`config.mk`:
```
export PLATFORM = sky130hd
export DESIGN_NAME = register_file_wb_flat
export DESIGN_NICKNAME = d
export VERILOG_FILES = /design/src/rtl/register_file_wb_if.sv /design/src/rtl/register_file_wb.sv /design/src/flat_wrapper.sv
export SDC_FILE = /design/constraint.sdc
export NUM_CORES = 2
export LEC_CHECK = 0
export CORE_MARGIN = 2
export CORE_UTILIZATION = 45
export CTS_CLUSTER_SIZE = 20
export DETAILED_ROUTE_END_ITERATION = 10
export SLEW_MARGIN = 0
export SYNTH_ARGS = -nofsm -noshare
export SYNTH_HDL_FRONTEND = slang
export SYNTH_SLANG_ARGS = --single-unit
```
`constraint.sdc`:
```
create_clock -name clk -period 2.9 [get_ports clk]
set_clock_uncertainty 0.1 [all_clocks]
set_input_delay 0.435 -clock clk [delete_from_list [all_inputs] [get_ports clk]]
set_output_delay 0.435 -clock clk [all_outputs]
set_load 0.05 [all_outputs]
```
`src/rtl/register_file_wb_if.sv`:
```
// Decode/WriteBack bundle for the register file: Decode read ports, issue-side
// scoreboard set and WriteBack commit.
interface register_file_wb_if #(
    parameter int XLEN  = 32,
    parameter int NREGS = 32,
    parameter int AW    = $clog2(NREGS)
);
    logic [AW-1:0]    A1D;
    logic [AW-1:0]    A2D;
    logic [XLEN-1:0]  RD1D;
    logic [XLEN-1:0]  RD2D;
    logic             Busy1D;
    logic             Busy2D;
    logic             IssueD;
    logic             RegWriteD;
    logic [AW-1:0]    RdD;
    logic             RegWriteW;
    logic [AW-1:0]    RdW;
    logic [XLEN-1:0]  ResultW;
    logic [NREGS-1:0] PendingMask;

    modport master (
        output A1D, A2D, IssueD, RegWriteD, RdD, RegWriteW, RdW, ResultW,
        input  RD1D, RD2D, Busy1D, Busy2D, PendingMask
    );

    modport slave (
        input  A1D, A2D, IssueD, RegWriteD, RdD, RegWriteW, RdW, ResultW,
        output RD1D, RD2D, Busy1D, Busy2D, PendingMask
    );
endinterface

```
`src/rtl/register_file_wb.sv`:
```
// RISC-V integer register file with WriteBack commit, same-cycle read bypass
// and a pending-write scoreboard used by Decode for stall decisions.
module register_file_wb #(
    parameter int              XLEN      = 32,
    parameter int              NREGS     = 32,
    parameter logic [XLEN-1:0] SP_INIT   = 32'h0000_0FFC,
    parameter int              BYPASS_EN = 1
) (
    input logic               clk,
    input logic               rst,
    register_file_wb_if.slave bus
);
    localparam int AW = $clog2(NREGS);

    logic [XLEN-1:0]  r_regs [NREGS];
    logic [NREGS-1:0] r_pend;
    logic [NREGS-1:0] w_pend_next;
    logic             w_wr_en;
    logic             w_issue_wr;
    logic             w_byp1;
    logic             w_byp2;

    // Gating the commit with rst keeps reads showing reset contents while reset is held.
    assign w_wr_en    = rst && bus.RegWriteW && (bus.RdW != '0);
    assign w_issue_wr = bus.IssueD && bus.RegWriteD && (bus.RdD != '0);

    genvar gi;
    generate
        for (gi = 0; gi < NREGS; gi++) begin : g_pend
            if (gi == 0) begin : g_zero
                assign w_pend_next[gi] = 1'b0;
            end else begin : g_bit
                // A new producer issuing on the same edge outranks the older commit.
                assign w_pend_next[gi] = (w_issue_wr && (bus.RdD == AW'(gi))) ||
                                         (r_pend[gi] && !(w_wr_en && (bus.RdW == AW'(gi))));
            end
        end
    endgenerate

    always_ff @(posedge clk or negedge rst) begin
        if (!rst) begin
            for (int i = 0; i < NREGS; i++) begin
                r_regs[i] <= (i == 2) ? SP_INIT : '0;
            end
            r_pend <= '0;
        end else begin
            if (w_wr_en) begin
                r_regs[bus.RdW] <= bus.ResultW;
            end
            r_pend <= w_pend_next;
        end
    end

    assign w_byp1 = (BYPASS_EN != 0) && w_wr_en && (bus.RdW == bus.A1D);
    assign w_byp2 = (BYPASS_EN != 0) && w_wr_en && (bus.RdW == bus.A2D);

    assign bus.RD1D = (bus.A1D == '0) ? '0 : (w_byp1 ? bus.ResultW : r_regs[bus.A1D]);
    assign bus.RD2D = (bus.A2D == '0) ? '0 : (w_byp2 ? bus.ResultW : r_regs[bus.A2D]);

    // A register whose value is arriving through the bypass is already usable.
    assign bus.Busy1D = (bus.A1D != '0) && r_pend[bus.A1D] && !w_byp1;
    assign bus.Busy2D = (bus.A2D != '0) && r_pend[bus.A2D] && !w_byp2;

    assign bus.PendingMask = r_pend;
endmodule

```
`src/flat_wrapper.sv`:
```
// flat-port wrapper written by rule: the top's interface ports become plain ports
module register_file_wb_flat 
#(
    parameter int              XLEN      = 32,
    parameter int              NREGS     = 32,
    parameter logic [XLEN-1:0] SP_INIT   = 32'h0000_0FFC,
    parameter int              BYPASS_EN = 1
)
  (clk, rst, bus_A1D, bus_A2D, bus_IssueD, bus_RegWriteD, bus_RdD, bus_RegWriteW, bus_RdW, bus_ResultW, bus_RD1D, bus_RD2D, bus_Busy1D, bus_Busy2D, bus_PendingMask);
  register_file_wb_if #(.XLEN(XLEN), .NREGS(NREGS)) bus_i ();
  input logic clk;
  input logic rst;
  input wire logic [$bits(bus_i.A1D)-1:0] bus_A1D;
  input wire logic [$bits(bus_i.A2D)-1:0] bus_A2D;
  input wire logic [$bits(bus_i.IssueD)-1:0] bus_IssueD;
  input wire logic [$bits(bus_i.RegWriteD)-1:0] bus_RegWriteD;
  input wire logic [$bits(bus_i.RdD)-1:0] bus_RdD;
  input wire logic [$bits(bus_i.RegWriteW)-1:0] bus_RegWriteW;
  input wire logic [$bits(bus_i.RdW)-1:0] bus_RdW;
  input wire logic [$bits(bus_i.ResultW)-1:0] bus_ResultW;
  output wire logic [$bits(bus_i.RD1D)-1:0] bus_RD1D;
  output wire logic [$bits(bus_i.RD2D)-1:0] bus_RD2D;
  output wire logic [$bits(bus_i.Busy1D)-1:0] bus_Busy1D;
  output wire logic [$bits(bus_i.Busy2D)-1:0] bus_Busy2D;
  output wire logic [$bits(bus_i.PendingMask)-1:0] bus_PendingMask;
  assign bus_i.A1D = bus_A1D;
  assign bus_i.A2D = bus_A2D;
  assign bus_i.IssueD = bus_IssueD;
  assign bus_i.RegWriteD = bus_RegWriteD;
  assign bus_i.RdD = bus_RdD;
  assign bus_i.RegWriteW = bus_RegWriteW;
  assign bus_i.RdW = bus_RdW;
  assign bus_i.ResultW = bus_ResultW;
  assign bus_RD1D = bus_i.RD1D;
  assign bus_RD2D = bus_i.RD2D;
  assign bus_Busy1D = bus_i.Busy1D;
  assign bus_Busy2D = bus_i.Busy2D;
  assign bus_PendingMask = bus_i.PendingMask;
  register_file_wb #(.XLEN(XLEN), .NREGS(NREGS), .SP_INIT(SP_INIT), .BYPASS_EN(BYPASS_EN)) u_core (.clk(clk), .rst(rst), .bus(bus_i));
endmodule
```
==> metrics.md <==
| Metric | Value |
|---|---|
| Setup_tns | -7.99 ns |
| Reg power frac | 41.6% |
| Leak pwr | 0.0325 uW |
| Int Power | 31000 uW |
| TritonCTS clock tree | yes |
| Clock Pin Slew Worst Setup and Hold Paths | 0.06 ns |
| Io pins | 155 |
| Setup ws final | -0.340 ns |
| Gpl congestion | 0.901 |
| Yosys cell types | 67 |
| # rows | 131 |
| First-pass GRT wire length | 306000 um |
| Detailed Route Iter0 Violations | 4200 |
| HP Start | u_core.r_regs[1009]$_DFFE_PN0P_ |
| Total gr overflow | 0 |
| Tcrit/Tclk final | 112% |
| Final Hold Fails | 0 |
| Crit path capture type | output port |
| Worst setup path endpoint | bus_RD1D[30] |
| Crit start category | flop |
| First-pass DRT Iterations | 5 |
| Synthesis warning total | 0 |
| Core footprint | 127000 um^2 |
| Worst setup path class | reg -> out |
| Top cells by area, synth | dfrtp_1 (45%), mux2_2 (20%), mux4_2 (14%), mux2i_1 (6.6%), buf_2 (1.4%) |
| Num CTS Buffers | 117 |
| Final Critical Period | 3.24 ns |
| Worst-Margin Slew | 1.13 ns |
| Vias/cell | 6.58 |
| Area delta synth->final | 26.7% |
| Detail Route Antenna Nets | 0 |
| Mean Syn Cell Area | 14.0 um^2 |
| Cell count after synthesis | 4122 |
| Die Wd | 361 um |
| Die H | 361 um |
| Max Cap Viol | 0 |
| DRC | 0 |
| CP startpoint | u_core.r_regs[414]$_DFFE_PN0P_ |
| Register area share after synthesis | 45.9% |
| DIE AREA | 131000 um^2 |
| Clk pwr share | 36.3% |
| Worst R2R Setup Slack | 1.79 ns |
| Number of global-route vias before repair | 41900 |
| RSZ-0062 raised after global routing | yes |
| Sw frac | 28.9% |
| Dpl ws | -0.837 ns |
| Slew headroom | 24.6% |
| Via count | 41700 |
| Worst skew pair latency | 0.75 ns |
| Worst min path class | reg -> reg |
| Initial antenna violation count | 5 |
| Post-synth top area cell | dfrtp_1 |
| EDFF count, synth | 0 |
| Initial core utilization | 45.2% |
| WL final | 211000 um |
| Fill cell count | 10000 |
| Pwr Density | 599 nW/um^2 |
| Buffers on Ports | 153 |
| Commonest register cell after synthesis | dfrtp_1 |
| FF-to-FF path depth | 3 |
| Largest net degree at the start of global routing | 169 |
| Peak fanout along the critical path | 3 |
| Root buf cell | clkbuf_16 |
| CTS sink count | 1055 |
| Slew Viols, Final | 0 |
| H-tree Lvls | 3 |
| Yosys reg bits | 1055 |
| P_sw | 12600 uW |
| Worst Path Arrival | 2.70 ns |
| Post-synth top area share | 45.5% |
| Routed len/inst | 33.3 um |
| Max Fclk | 309 MHz |
| HPWL after DPL | 137000 um |
| Failing checks | setup timing |
| Setup violations, final | 65 |
| Nets | 4631 |
| Crit path required time | 2.37 ns |
| Peak VDD IR | 0.588 mV |
| CTS Buffer Depth | 3 |
| Post-Syn Area | 57500 um^2 |
| GRT Total Usage | 32.2% |
| Outcome | finished, violations left |
| Worst R2R Start | u_core.r_regs[321]$_DFFE_PN0P_ |
| Critical R2R Capture | u_core.r_regs[321]$_DFFE_PN0P_ |
| Syn_nets | 4179 |
| Comb power frac | 22.1% |
| Layout cells sized above 1 | 56.1% |
| Async SR Flop Fraction | 100% |
final cells by class:
cell class | instances | area, um^2 | area share (%)
multi-input cells | 2567 | 30800 | 42.2
flip-flops and latches | 1055 | 26400 | 36.2
repair buffers | 798 | 9380 | 12.9
clock buffers | 166 | 3410 | 4.68
well taps | 1662 | 2080 | 2.85
clock inverters | 52 | 674 | 0.925
inverters | 35 | 136 | 0.187
diodes | 2 | 5.00 | 0.00687
power groups by stage:
stage / clock network, uW / registers, uW / logic, uW
after floorplan: 0 / 18100 / 5440
after global placement: 0 / 18300 / 8570
after detailed placement: 0 / 18400 / 8650
after CTS: 16000 / 18100 / 9410
after global routing: 16600 / 18400 / 10100
final: 15800 / 18100 / 9660
cell usage in the layout, fill, tap and decap left out, drive strengths merged, types with 16 or more instances in the layout:
| master | n |
|---|---|
| dfrtp | 1045 |
| mux2 | 1002 |
| buf | 716 |
| mux2i | 381 |
| mux4 | 353 |
| clkbuf | 171 |
| nand2 | 124 |
| o22ai | 103 |
| a221oi | 80 |
| o21ai | 72 |
| clkdlybuf4s50 | 70 |
| a211oi | 55 |
| a22o | 37 |
| nor2 | 37 |
| inv | 36 |
| a211o | 35 |
| clkinv | 34 |
| nor4 | 33 |
| a21oi | 31 |
| nor3 | 30 |
| and3 | 28 |
| a22oi | 23 |
| and2 | 20 |
| o41ai | 16 |
state kept, by name, summed over array words and instances (netlist names):
register,count
u_core.r_regs,1024
u_core.bus.PendingMask,31
how the worst min path moves through the flow:
stage	endpoint	slack (ns)	cells past startpoint
3_3_place_gp	u_core.r_regs[1023]$_DFFE_PN0P_	0.28	0
2_1_floorplan	u_core.bus.PendingMask[10]$_DFF_PN0_	0.04	0
6_report	u_core.r_regs[1009]$_DFFE_PN0P_	0.29	0
4_1_cts	u_core.r_regs[1009]$_DFFE_PN0P_	0.30	0
5_1_grt	u_core.r_regs[1009]$_DFFE_PN0P_	0.31	0
3_5_place_dp	u_core.r_regs[1017]$_DFFE_PN0P_	0.28	0
cells by family after synthesis:
kind of cell | count (synthesis) | synth area share (%)
AOI/OAI and AO/OA | 501 | 6.58
muxes | 1736 | 40.1
xor gates and xnor gates | 10 | 0.165
other | 1 | 0.00652
and+or+nand+nor | 319 | 2.78
buffers and inverters | 500 | 4.47
DFF | 1055 | 45.9
per-stage QoR:
step                      std cells  cell area (um^2)  utilization [%]  power (uW)  hold slack, ns
after CTS                      6322             72200             56.8       43500           0.296
after detailed placement       6007             65400             51.4       27000           0.282
after floorplan                4122             57700                -       23600          0.0394
after global routing           6336             72900             57.3       45100           0.311
final                          6337             72900             57.3       43600           0.290
after global placement         6007             65400             51.4       26800           0.279
cell usage after synthesis (all sizes together), types with 5 or more instances:
| cell type | count |
|---|---|
| clkbuf | 208 |
| a22o | 37 |
| xnor2 | 10 |
| mux2 | 1002 |
| o21ai | 72 |
| a31oi | 6 |
| o221ai | 11 |
| nor3 | 30 |
| buf | 257 |
| a22oi | 23 |
| nand4 | 5 |
| nand2b | 5 |
| a211oi | 55 |
| nand3 | 7 |
| or3 | 6 |
| a32o | 10 |
| dfstp | 10 |
| dfrtp | 1045 |
| mux4 | 353 |
| a211o | 35 |
| nand2 | 124 |
| inv | 34 |
| nor2b | 10 |
| mux2i | 381 |
| o22ai | 103 |
| nor2 | 37 |
| and3 | 28 |
| and2 | 20 |
| nor4 | 33 |
| a221oi | 80 |
| a21oi | 31 |
| a221o | 7 |
| o41ai | 16 |
critical path, cell delays in order, from the launching register on:
cell and delay, ns:
dfrtp_1 0.39, mux4_2 0.50, mux4_2 0.54, o211ai_1 0.14, a31oi_2 0.20, buf_12 0.20
layer usage:
layer,routed length (um),vias up,GRT usage (%)
met2,94600,2080,48.5
met4,8660,4,11.6
met1,88800,22300,46.3
met5,26,-,0
met3,19100,455,6.29
li1,-,16800,-
what timing repair did:
action | in CTS | in global routing
hold endpoints to repair | 107 | 0
pin swaps | 180 | 63
gates resized for setup | 378 | 106
setup buffers | 105 | 13
hold buffers | 1 | 0
cloned | 5 | 2
endpoints found under the setup margin | 66 | 66
No activity file was read; power rests on OpenSTA's default activity.
